[config.mk]
export PLATFORM = sky130hd
export DESIGN_NAME = traffic_signal_monitor
export DESIGN_NICKNAME = d
export VERILOG_FILES = /design/src/rtl/traffic_signal_monitor_pkg.sv /design/src/rtl/traffic_signal_monitor_decode.sv /design/src/rtl/traffic_signal_monitor.sv
export SDC_FILE = /design/constraint.sdc
export NUM_CORES = 1
export LEC_CHECK = 0
export BUFFER_PORTS_ARGS = -buffer_cell sky130_fd_sc_hd__buf_2
export CAP_MARGIN = 10
export CORE_ASPECT_RATIO = 1.2
export CORE_MARGIN = 2
export CORE_UTILIZATION = 60
export CTS_CLUSTER_DIAMETER = 100
export CTS_CLUSTER_SIZE = 16
export DETAILED_ROUTE_END_ITERATION = 6
export PLACE_DENSITY = 0.86
export RECOVER_POWER = 50
export REMOVE_ABC_BUFFERS = 1
export SLEW_MARGIN = 30
export SYNTH_ARGS = -nofsm -noshare
export SYNTH_HDL_FRONTEND = slang
export SYNTH_SLANG_ARGS = --single-unit
[constraint.sdc]
create_clock -name clk -period 5.3 [get_ports clk]
set_input_delay 0.265 -clock clk [delete_from_list [all_inputs] [get_ports clk]]
set_output_delay 0.265 -clock clk [all_outputs]
set_load 0.005 [all_outputs]
[src/rtl/traffic_signal_monitor_pkg.sv]
// Shared types and constants for the traffic light bus monitor.
// Light codes, phase ordering, monitor states and fault causes.
package traffic_pkg;

   localparam logic [7:0] CH_G = 8'h47;
   localparam logic [7:0] CH_Y = 8'h59;
   localparam logic [7:0] CH_R = 8'h52;

   typedef enum logic [1:0] {
      L_R   = 2'b00,
      L_Y   = 2'b01,
      L_G   = 2'b10,
      L_INV = 2'b11
   } light_t;

   typedef enum logic [1:0] {
      PH_GR = 2'd0,
      PH_YR = 2'd1,
      PH_RG = 2'd2,
      PH_RY = 2'd3
   } phase_t;

   typedef enum logic [1:0] {
      ST_SYNC  = 2'd0,
      ST_TRACK = 2'd1,
      ST_FAULT = 2'd2
   } mon_state_t;

   localparam logic [2:0] FC_NONE        = 3'd0;
   localparam logic [2:0] FC_BAD_CODE    = 3'd1;
   localparam logic [2:0] FC_CONFLICT    = 3'd2;
   localparam logic [2:0] FC_ALL_RED     = 3'd3;
   localparam logic [2:0] FC_BAD_TRANS   = 3'd4;
   localparam logic [2:0] FC_YELLOW_LONG = 3'd5;
   localparam logic [2:0] FC_GREEN_LONG  = 3'd6;

   // Phase encoding is chosen so the legal successor is simply +1 mod 4.
   function automatic phase_t next_phase(input phase_t p);
      return phase_t'(p + 2'd1);
   endfunction

endpackage

[src/rtl/traffic_signal_monitor_decode.sv]
// ASCII light byte to 2-bit light code.
// Unknown bytes decode to the invalid code.
module traffic_light_decode
   import traffic_pkg::*;
(
   input  logic [7:0] i_code,
   output logic [1:0] o_light
);

   always_comb begin
      o_light = L_INV;
      unique case (i_code)
         CH_G:    o_light = L_G;
         CH_Y:    o_light = L_Y;
         CH_R:    o_light = L_R;
         default: o_light = L_INV;
      endcase
   end

endmodule

[src/rtl/traffic_signal_monitor.sv]
// Safety monitor for the main/county light buses of the controller.
// Build option: MONITOR_TIMEOUT_EN enables the green dwell limit.
module traffic_signal_monitor
   import traffic_pkg::*;
#(
   parameter int DWELL_W    = 8,
   parameter int CYC_W      = 8,
   parameter int YELLOW_MAX = 1,
   parameter int GREEN_MAX  = 200
) (
   input  logic               clk,
   input  logic               reset,
   input  logic               sample_en,
   input  logic [7:0]         main_code,
   input  logic [7:0]         county_code,
   input  logic               clear_fault,
   output logic [1:0]         main_light,
   output logic [1:0]         county_light,
   output logic               in_sync,
   output logic               fault,
   output logic [2:0]         fault_code,
   output logic [DWELL_W-1:0] dwell,
   output logic [CYC_W-1:0]   cycles
);

   localparam logic [DWELL_W-1:0] LP_YMAX = DWELL_W'(YELLOW_MAX);

   logic [1:0]         w_main;
   logic [1:0]         w_county;
   logic [2:0]         w_pcode;
   logic [2:0]         w_tcode;
   phase_t             w_phase;
   logic               w_same;
   logic               w_next;
   logic               w_yellow;
   logic               w_green_hit;
   logic [DWELL_W-1:0] w_dwell_inc;

   logic [1:0]         r_main;
   logic [1:0]         r_county;
   mon_state_t         r_state;
   phase_t             r_phase;
   logic               r_sync;
   logic               r_fault;
   logic [2:0]         r_fcode;
   logic [DWELL_W-1:0] r_dwell;
   logic [CYC_W-1:0]   r_cycles;

   traffic_light_decode u_dec_main (
      .i_code  (main_code),
      .o_light (w_main)
   );

   traffic_light_decode u_dec_county (
      .i_code  (county_code),
      .o_light (w_county)
   );

   // Pair-level faults outrank anything that depends on history.
   always_comb begin
      w_pcode = FC_NONE;
      w_phase = PH_GR;
      if (w_main == L_INV || w_county == L_INV)
         w_pcode = FC_BAD_CODE;
      else if (w_main != L_R && w_county != L_R)
         w_pcode = FC_CONFLICT;
      else if (w_main == L_R && w_county == L_R)
         w_pcode = FC_ALL_RED;
      else if (w_main == L_G)
         w_phase = PH_GR;
      else if (w_main == L_Y)
         w_phase = PH_YR;
      else if (w_county == L_G)
         w_phase = PH_RG;
      else
         w_phase = PH_RY;
   end

   assign w_same      = (w_phase == r_phase);
   assign w_next      = (w_phase == next_phase(r_phase));
   assign w_yellow    = r_phase[0];
   assign w_dwell_inc = (&r_dwell) ? r_dwell : r_dwell + 1'b1;

`ifdef MONITOR_TIMEOUT_EN
   localparam logic [DWELL_W-1:0] LP_GMAX = DWELL_W'(GREEN_MAX);
   assign w_green_hit = !w_yellow && (r_dwell >= LP_GMAX);
`else
   assign w_green_hit = 1'b0;
`endif

   always_comb begin
      w_tcode = w_pcode;
      if (w_pcode == FC_NONE) begin
         if (!w_same && !w_next)
            w_tcode = FC_BAD_TRANS;
         else if (w_same && w_yellow && r_dwell >= LP_YMAX)
            w_tcode = FC_YELLOW_LONG;
         else if (w_same && w_green_hit)
            w_tcode = FC_GREEN_LONG;
      end
   end

   always_ff @(posedge clk or posedge reset) begin
      if (reset) begin
         r_main   <= L_INV;
         r_county <= L_INV;
         r_state  <= ST_SYNC;
         r_phase  <= PH_GR;
         r_sync   <= 1'b0;
         r_fault  <= 1'b0;
         r_fcode  <= FC_NONE;
         r_dwell  <= '0;
         r_cycles <= '0;
      end else if (clear_fault) begin
         if (sample_en) begin
            r_main   <= w_main;
            r_county <= w_county;
         end
         r_state <= ST_SYNC;
         r_sync  <= 1'b0;
         r_fault <= 1'b0;
         r_fcode <= FC_NONE;
         r_dwell <= '0;
      end else if (sample_en) begin
         r_main   <= w_main;
         r_county <= w_county;
         unique case (r_state)
            ST_SYNC: begin
               if (w_pcode != FC_NONE) begin
                  r_state <= ST_FAULT;
                  r_fault <= 1'b1;
                  r_fcode <= w_pcode;
               end else begin
                  r_state <= ST_TRACK;
                  r_phase <= w_phase;
                  r_dwell <= DWELL_W'(1);
                  r_sync  <= 1'b1;
               end
            end
            ST_TRACK: begin
               if (w_tcode != FC_NONE) begin
                  r_state <= ST_FAULT;
                  r_fault <= 1'b1;
                  r_fcode <= w_tcode;
                  r_sync  <= 1'b0;
               end else if (w_same) begin
                  r_dwell <= w_dwell_inc;
               end else begin
                  r_phase <= w_phase;
                  r_dwell <= DWELL_W'(1);
                  if (r_phase == PH_RY)
                     r_cycles <= r_cycles + 1'b1;
               end
            end
            ST_FAULT: ;
            default:  r_state <= ST_SYNC;
         endcase
      end
   end

   assign main_light   = r_main;
   assign county_light = r_county;
   assign in_sync      = r_sync;
   assign fault        = r_fault;
   assign fault_code   = r_fcode;
   assign dwell        = r_dwell;
   assign cycles       = r_cycles;

endmodule

# ---- After elaboration in Yosys (flattened, before gate mapping)
# Index checks and enable logic that the tools add are counted.
dict set report word_totals {
  regBits 29
  out_inout_bits 25
}
dict set report op_classes {
  n_addsub 3
  magnitude_cmp 1
  n_eq_ne 25
  n_mux 45
  n_bitwise 3
  n_reduce_logical 26
}
# operator n
set ops {}
lappend ops {{$eq 8x7->1 const B} 6}
lappend ops {{$mux 8} 6}
lappend ops {{$mux 2} 14}
lappend ops {{$mux 3} 8}
lappend ops {{$pmux 2 s3} 3}
lappend ops {{$add 8x1->8 const B} 2}
lappend ops {{$pmux 8 s2} 1}
lappend ops {{$eq 2x2->1 const B} 6}
lappend ops {{$ne 3x3->1 const B} 4}
lappend ops {{$reduce_and 6->1} 2}
lappend ops {{$mux 1} 9}
lappend ops {{$reduce_bool 3->1} 3}
lappend ops {{$ge 8x1->1 const B} 1}
lappend ops {{$ne 2x2->1 const B} 4}
lappend ops {{$reduce_and 4->1} 2}
lappend ops {{$reduce_and 8->1} 1}
lappend ops {{$reduce_bool 2->1} 4}
lappend ops {{$logic_not 2->1} 3}
lappend ops {{$pmux 3 s2} 1}
lappend ops {{$logic_and 1x1->1} 5}
lappend ops {{$reduce_and 5->1} 1}
lappend ops {{$eq 2x1->1 const B} 2}
lappend ops {{$eq 2x2->1} 2}
lappend ops {{$ne 4x4->1 const B} 1}
lappend ops {{other kinds (8)} 12}

# ---- Logic depth before layout (Yosys ltp)
dict set report depth {
  word_depth 20
  ltp_mapped 14
  mapped_depth_nobuf 13
}

# ---- Cells and area by module
# From an unflattened synthesis, not the netlist that was laid out.
dict set report hier_totals {
  hier_cells 220
  area_unflattened_um2 2031.9
}
# module instances cells_per_inst area_each_um2
set by_module_without_submodules {}
lappend by_module_without_submodules {traffic_signal_monitor 1 202 1901.8}
lappend by_module_without_submodules {traffic_light_decode 2 9 65.1}

# ---- Worst setup path after synthesis
# Ideal clock, no wire load.
dict set report synth_timing {
  path_type {input-to-reg}
  startpoint {input main_code[2]}
  endpoint {register r_phase[0]}
  setup_ns 0.128
  arrival_ns 2.824
  required_time_ns 5.172
  setup_slack_ns 2.349
  path_stages 13
  path_buffers 0
  path_cell_list {nand2b_1 o21ai_0 and3b_1 ha_1 inv_1 ha_1 nor3b_1 o211ai_4 a2bb2oi_2 o211ai_2 o31a_4 nor4_4 mux2_1}
}
dict set report synth_between {
  elab_chain_len 17
  word_cells_on_any_way 41
  cone_classes {eq/ne: 11; mux: 16; reduce/logical: 14}
}
# element line
set synth_rtl {}
lappend synth_rtl {{from (decl)} traffic_signal_monitor.sv:14} ;# input logic [7:0] main_code,
lappend synth_rtl {{$eq 8x7->1} traffic_signal_monitor_decode.sv:12} ;# unique case (i_code)
lappend synth_rtl {{$pmux 2 s3 (*)} traffic_signal_monitor_decode.sv:12}
lappend synth_rtl {{$eq 2x1->1} traffic_signal_monitor.sv:71} ;# else if (w_main == L_Y)
lappend synth_rtl {{$mux 2} traffic_signal_monitor.sv:71}
lappend synth_rtl {{$mux 2} traffic_signal_monitor.sv:69} ;# else if (w_main == L_G)
lappend synth_rtl {{$mux 2} traffic_signal_monitor.sv:67} ;# else if (w_main == L_R && w_county == L_R)
lappend synth_rtl {{$mux 2} traffic_signal_monitor.sv:65} ;# else if (w_main != L_R && w_county != L_R)
lappend synth_rtl {{$mux 2} traffic_signal_monitor.sv:63} ;# if (w_main == L_INV || w_county == L_INV)
lappend synth_rtl {{$eq 2x2->1} traffic_signal_monitor.sv:79} ;# assign w_same = (w_phase == r_phase);
lappend synth_rtl {{$logic_and 1x1->1 (2 in a row)} traffic_signal_monitor.sv:96} ;# else if (w_same && w_yellow && r_dwell >= LP_YMAX)
lappend synth_rtl {{$mux 3} traffic_signal_monitor.sv:96}
lappend synth_rtl {{$mux 3} traffic_signal_monitor.sv:94} ;# if (!w_same && !w_next)
lappend synth_rtl {{$mux 3} traffic_signal_monitor.sv:93} ;# if (w_pcode == FC_NONE) begin
lappend synth_rtl {{$reduce_bool 3->1} traffic_signal_monitor.sv:141} ;# if (w_tcode != FC_NONE) begin
lappend synth_rtl {{$ne 2x2->1 (no source line)} n/a}
lappend synth_rtl {{$reduce_and 6->1 (no source line)} n/a}
lappend synth_rtl {{to (signal assigned)} traffic_signal_monitor.sv:135} ;# r_phase <= w_phase;
lappend synth_rtl {{to (signal assigned)} traffic_signal_monitor.sv:149} ;# r_phase <= w_phase;
lappend synth_rtl {{to (decl)} traffic_signal_monitor.sv:42} ;# phase_t r_phase;
# Mark *: on every way between the ends. The rest lies on a longest branch, timed or not. The select of a mux whose other input is x is not followed.
# A chain may end at the register's enable or synchronous reset.

# ---- Final worst setup path
dict set report layout_timing {
  startpoint {input county_code[5]}
  endpoint {register r_fcode[1], in the netlist fault_code[1]}
}
dict set report layout_between {
  elab_chain_len 19
  word_cells_on_any_way 41
  cone_classes {eq/ne: 9; mux: 18; reduce/logical: 14}
}
# element line
set layout_rtl {}
lappend layout_rtl {{from (decl)} traffic_signal_monitor.sv:15} ;# input logic [7:0] county_code,
lappend layout_rtl {{$eq 8x7->1} traffic_signal_monitor_decode.sv:12}
lappend layout_rtl {{$pmux 2 s3 (*)} traffic_signal_monitor_decode.sv:12}
lappend layout_rtl {{$eq 2x2->1} traffic_signal_monitor.sv:73} ;# else if (w_county == L_G)
lappend layout_rtl {{$mux 1} traffic_signal_monitor.sv:73}
lappend layout_rtl {{$mux 2} traffic_signal_monitor.sv:71}
lappend layout_rtl {{$mux 2} traffic_signal_monitor.sv:69}
lappend layout_rtl {{$mux 2} traffic_signal_monitor.sv:67}
lappend layout_rtl {{$mux 2} traffic_signal_monitor.sv:65}
lappend layout_rtl {{(+2 left out)} n/a}
lappend layout_rtl {{$logic_and 1x1->1 (2 in a row)} traffic_signal_monitor.sv:96}
lappend layout_rtl {{$mux 3} traffic_signal_monitor.sv:96}
lappend layout_rtl {{$mux 3} traffic_signal_monitor.sv:94}
lappend layout_rtl {{$mux 3} traffic_signal_monitor.sv:93}
lappend layout_rtl {{$mux 3} traffic_signal_monitor.sv:141}
lappend layout_rtl {{$pmux 3 s2} traffic_signal_monitor.sv:127} ;# unique case (r_state)
lappend layout_rtl {{$mux 3} traffic_signal_monitor.sv:124} ;# end else if (sample_en) begin
lappend layout_rtl {{$mux 3} traffic_signal_monitor.sv:114} ;# end else if (clear_fault) begin
lappend layout_rtl {{to (signal assigned)} traffic_signal_monitor.sv:132} ;# r_fcode <= w_pcode;
lappend layout_rtl {{to (signal assigned)} traffic_signal_monitor.sv:144} ;# r_fcode <= w_tcode;
lappend layout_rtl {{to (decl)} traffic_signal_monitor.sv:45} ;# logic [2:0] r_fcode;
# Marks and branches as above.

==> results by group <==
Yosys
  – Async SR Flop Fraction: 1.00
  – Netlist Area Pre-Place: roughly 2300 sq um
  – Yosys reg bits: 29
  – Mean area per synthesized cell: approximately 9.4 sq um
  – Sequential fraction of the synthesis area: 0.316
  – Count of flip-flops with a built-in enable after synthesis: 0
  – Yosys warnings: 0
  – Leading register cell type out of synthesis: dfrtp_1
  – Syn Inst Count: around 250
  – Number of distinct library cells after synthesis: 66

Route
  – DR WL/cell: roughly 15 microns
  – Vias per Instance: between 6 and 7
  – DRC violation count after routing: 0
  – Antenna-violating nets left: 0
  – Starting DRT DRC Count: approximately 130
  – Highest routed metal layer: met4
  – WL met3: approximately 240 microns
  – Routed metal-1 wirelength: between 2000 and 2500 microns
  – Detail Route met2 WL: approximately 2700 microns
  – First-pass detailed-route iteration total: 4
  – Detailed Route WL: 5260 microns
  – Total via count after detailed routing: 2098

Clock network
  – Root Driver: clkbuf_8
  – Sink count of the clock tree: 29
  – Count of cells resized by post-cts repair: 0
  – Post-CTS Hold Fix Bufs: 0
  – Clock Tree Buf Depth: 2
  – Later-pin clock latency in the skew report: 0.29 ns
  – Post-CTS setup buffer count: 0
  – CTS HTree Levels: 2
  – Clock slew at reported path FFs: 0.07 ns
  – Inserted Clock Buffers: 5
  – CTS tree: done

Pwr
  – Cell Pwr Density: approximately 190 nW/um^2
  – Maximum VDD drop: 0.275 mV
  – Pleak: 1.19 nW

Floorplan
  – Area of the core: ~3700 sq um
  – Vert. Die Dim: 72.0 microns
  – Standard-cell rows: 24
  – Die Outline Area: between 4000 and 5000 sq um
  – Initial core utilization: 0.630
  – Width of the chip: approximately 60 microns
  – Boundary Pins: 45

Placement
  – Final weighted congestion in routability-driven placement: 0.917
  – Dpl hpwl: slightly below 4000 microns
  – DP Area: between 2000 and 3000 sq um
  – Count of buffers from port buffering: 44
  – Cell total after placement: 333

Critical path
  – Kind of start point of the critical path: input pin
  – Critical path class: in -> reg
  – Biggest fanout along the worst timing path: 6
  – Crit. End Element: register
  – Worst Path Arrival: 3.52 ns
  – CP Data Required Time: ~5.5 ns

Final layout
  – Final design instance area without fill: approximately 2700 sq um
  – Layout area overhead: 15.5%
  – Antenna diode count: 0
  – Most frequent cells in the layout: 40 x buf_2, 25 x dfrtp_1, 16 x inv_1
  – Final nets: 319
  – Layout cells sized above 1: 0.246
  – Number of non-filler instances in the completed layout: ~340
  – Total of fill cells in the finished design: approximately 290
  – Most frequent standard cell in the layout excluding fill and tap cells: buf_2

STA
  – Worst clock skew on the final layout: approximately 0.0088 ns
  – Final count of hold timing violations: 0
  – Sum of negative setup slack: 0 ns
  – Max Transition Viols Final: 0
  – Final worst path period need: roughly 3.3 ns
  – Final number of setup-violating endpoints: 0
  – Final clock period utilization by the worst path: 0.632
  – Worst rel slew slack: 0.293
  – Max Clock Freq: approximately 300 MHz
  – RSZ-0062 raised after global routing: no
  – Worst-Margin Slew: 1.06 ns

Global routing
  – Number of antenna violations at the first check in global routing: 0
  – Global-route wire length before repair: approximately 9000 microns
  – Sum of overflow across all layers after global routing: 0
  – Total routing usage reported by global routing: 0.266
  – Pin count of the biggest net entering global routing: 30
  – Via count of the first global-routing pass: 1930

Min path
  – Hold WC Path Type: in -> async

Status
  – Status: complete, no violations

Run
  – Max-cap check violation count: 0
-- per-layer routing --
metal / up-vias / global-route usage
met3: 14 / 0.0553
met1: 1008 / 0.328
met5: - / 0
met4: 0 / 0.106
li1: 1010 / -
met2: 66 / 0.448
-- through the flow --
stage	util	total power, mW	worst slack [ns]	hold WS (ns)
global placement	0.700	0.265	2.00	0.455
floorplan	-	0.247	2.35	0.315
finish	0.728	0.497	1.95	0.226
detailed placement	0.700	0.266	1.89	0.363
global route	0.728	0.515	1.64	0.305
CTS	0.731	0.499	2.18	0.0511
-- final cells by class --
| type | instances | area [sq um] | area share |
|---|---|---|---|
| clock inverters | 3 | 46.3 | 0.0173 |
| repair buffers | 44 | 215 | 0.0806 |
| flip-flops and latches | 29 | 731 | 0.274 |
| clock buffers | 5 | 68.8 | 0.0258 |
| multi-input cells | 192 | 1480 | 0.556 |
| well taps | 52 | 65.1 | 0.0244 |
| inverters | 16 | 60.1 | 0.0225 |
-- report_power, final --
part	internal [mW]	switching (mW)
sequential	0.224	0.00142
combinational	0.0137	0.0227
clock	0.140	0.0946
total	0.378	0.119
-- worst paths after layout --
path / from / to / slack (ns) / depth (start not counted)
max in group asynchronous: reset / dwell[5] / 4.43 / 2
worst min register to register: main_light[1] / main_light[1] / 0.49 / 2
min in group clk: sample_en / main_light[0] / 0.29 / 2
worst max register to register: r_phase[0] / r_phase[1] / 2.44 / 8
worst min-delay path: reset / cycles[7] / 0.23 / 2
worst max-delay path: county_code[5] / fault_code[1] / 1.95 / 12
-- worst max-delay path: stages --
cell and delay (ns):
clkbuf_1 0.12, nor3b_1 0.66, and3_1 0.29, inv_1 0.05
ha_1 0.20, nor3b_1 0.35, o211ai_4 0.16, a221oi_1 0.43
o21ai_0 0.22, a32oi_2 0.30, nand2_1 0.12, mux2_1 0.35
-- synthesized netlist by cell type (all sizes together), types with 2 or more instances --
library cell	instances	area, sq um
nand3b	3	22.5
nand2b	8	50.1
mux2i	2	20.0
dfrtp	25	626
nor3	7	40.0
a311oi	3	26.3
o211ai	4	48.8
o21a	4	30.0
nand4	7	50.1
nor2	13	48.8
nand2	15	56.3
nand3	4	20.0
a211oi	3	27.5
nand4b	2	17.5
a21boi	3	26.3
o21ai	16	80.1
ha	11	138
a21oi	14	70.1
and3b	3	26.3
a32oi	2	32.5
inv	16	60.1
nor2b	8	50.1
and4bb	3	37.5
or4b	2	20.0
nor3b	6	55.1
a41oi	2	17.5
and3	5	31.3
mux2	4	45.0
o2111ai	4	41.3
xnor2	8	70.1
dfstp	4	105
o211a	2	20.0
clkbuf	7	26.3
nor4	3	48.8
and2	4	27.5
-- cells by family after synthesis --
kind of cell | count (synthesis) | synth area share
compound gates | 70 | 0.244
xor+xnor | 9 | 0.0341
fa+ha+maj | 11 | 0.0596
buf+inv | 24 | 0.0395
flops | 29 | 0.316
mux | 6 | 0.0282
simple gates | 96 | 0.278
-- state kept, by name, indices dropped and copies added, names as in the netlist --
| name | count |
|---|---|
| fault | 1 |
| r_phase | 2 |
| fault_code | 3 |
| r_state | 2 |
| cycles | 8 |
| main_light | 2 |
| dwell | 8 |
| in_sync | 1 |
| county_light | 2 |
Note: power is estimated with default switching activity, not from simulation.
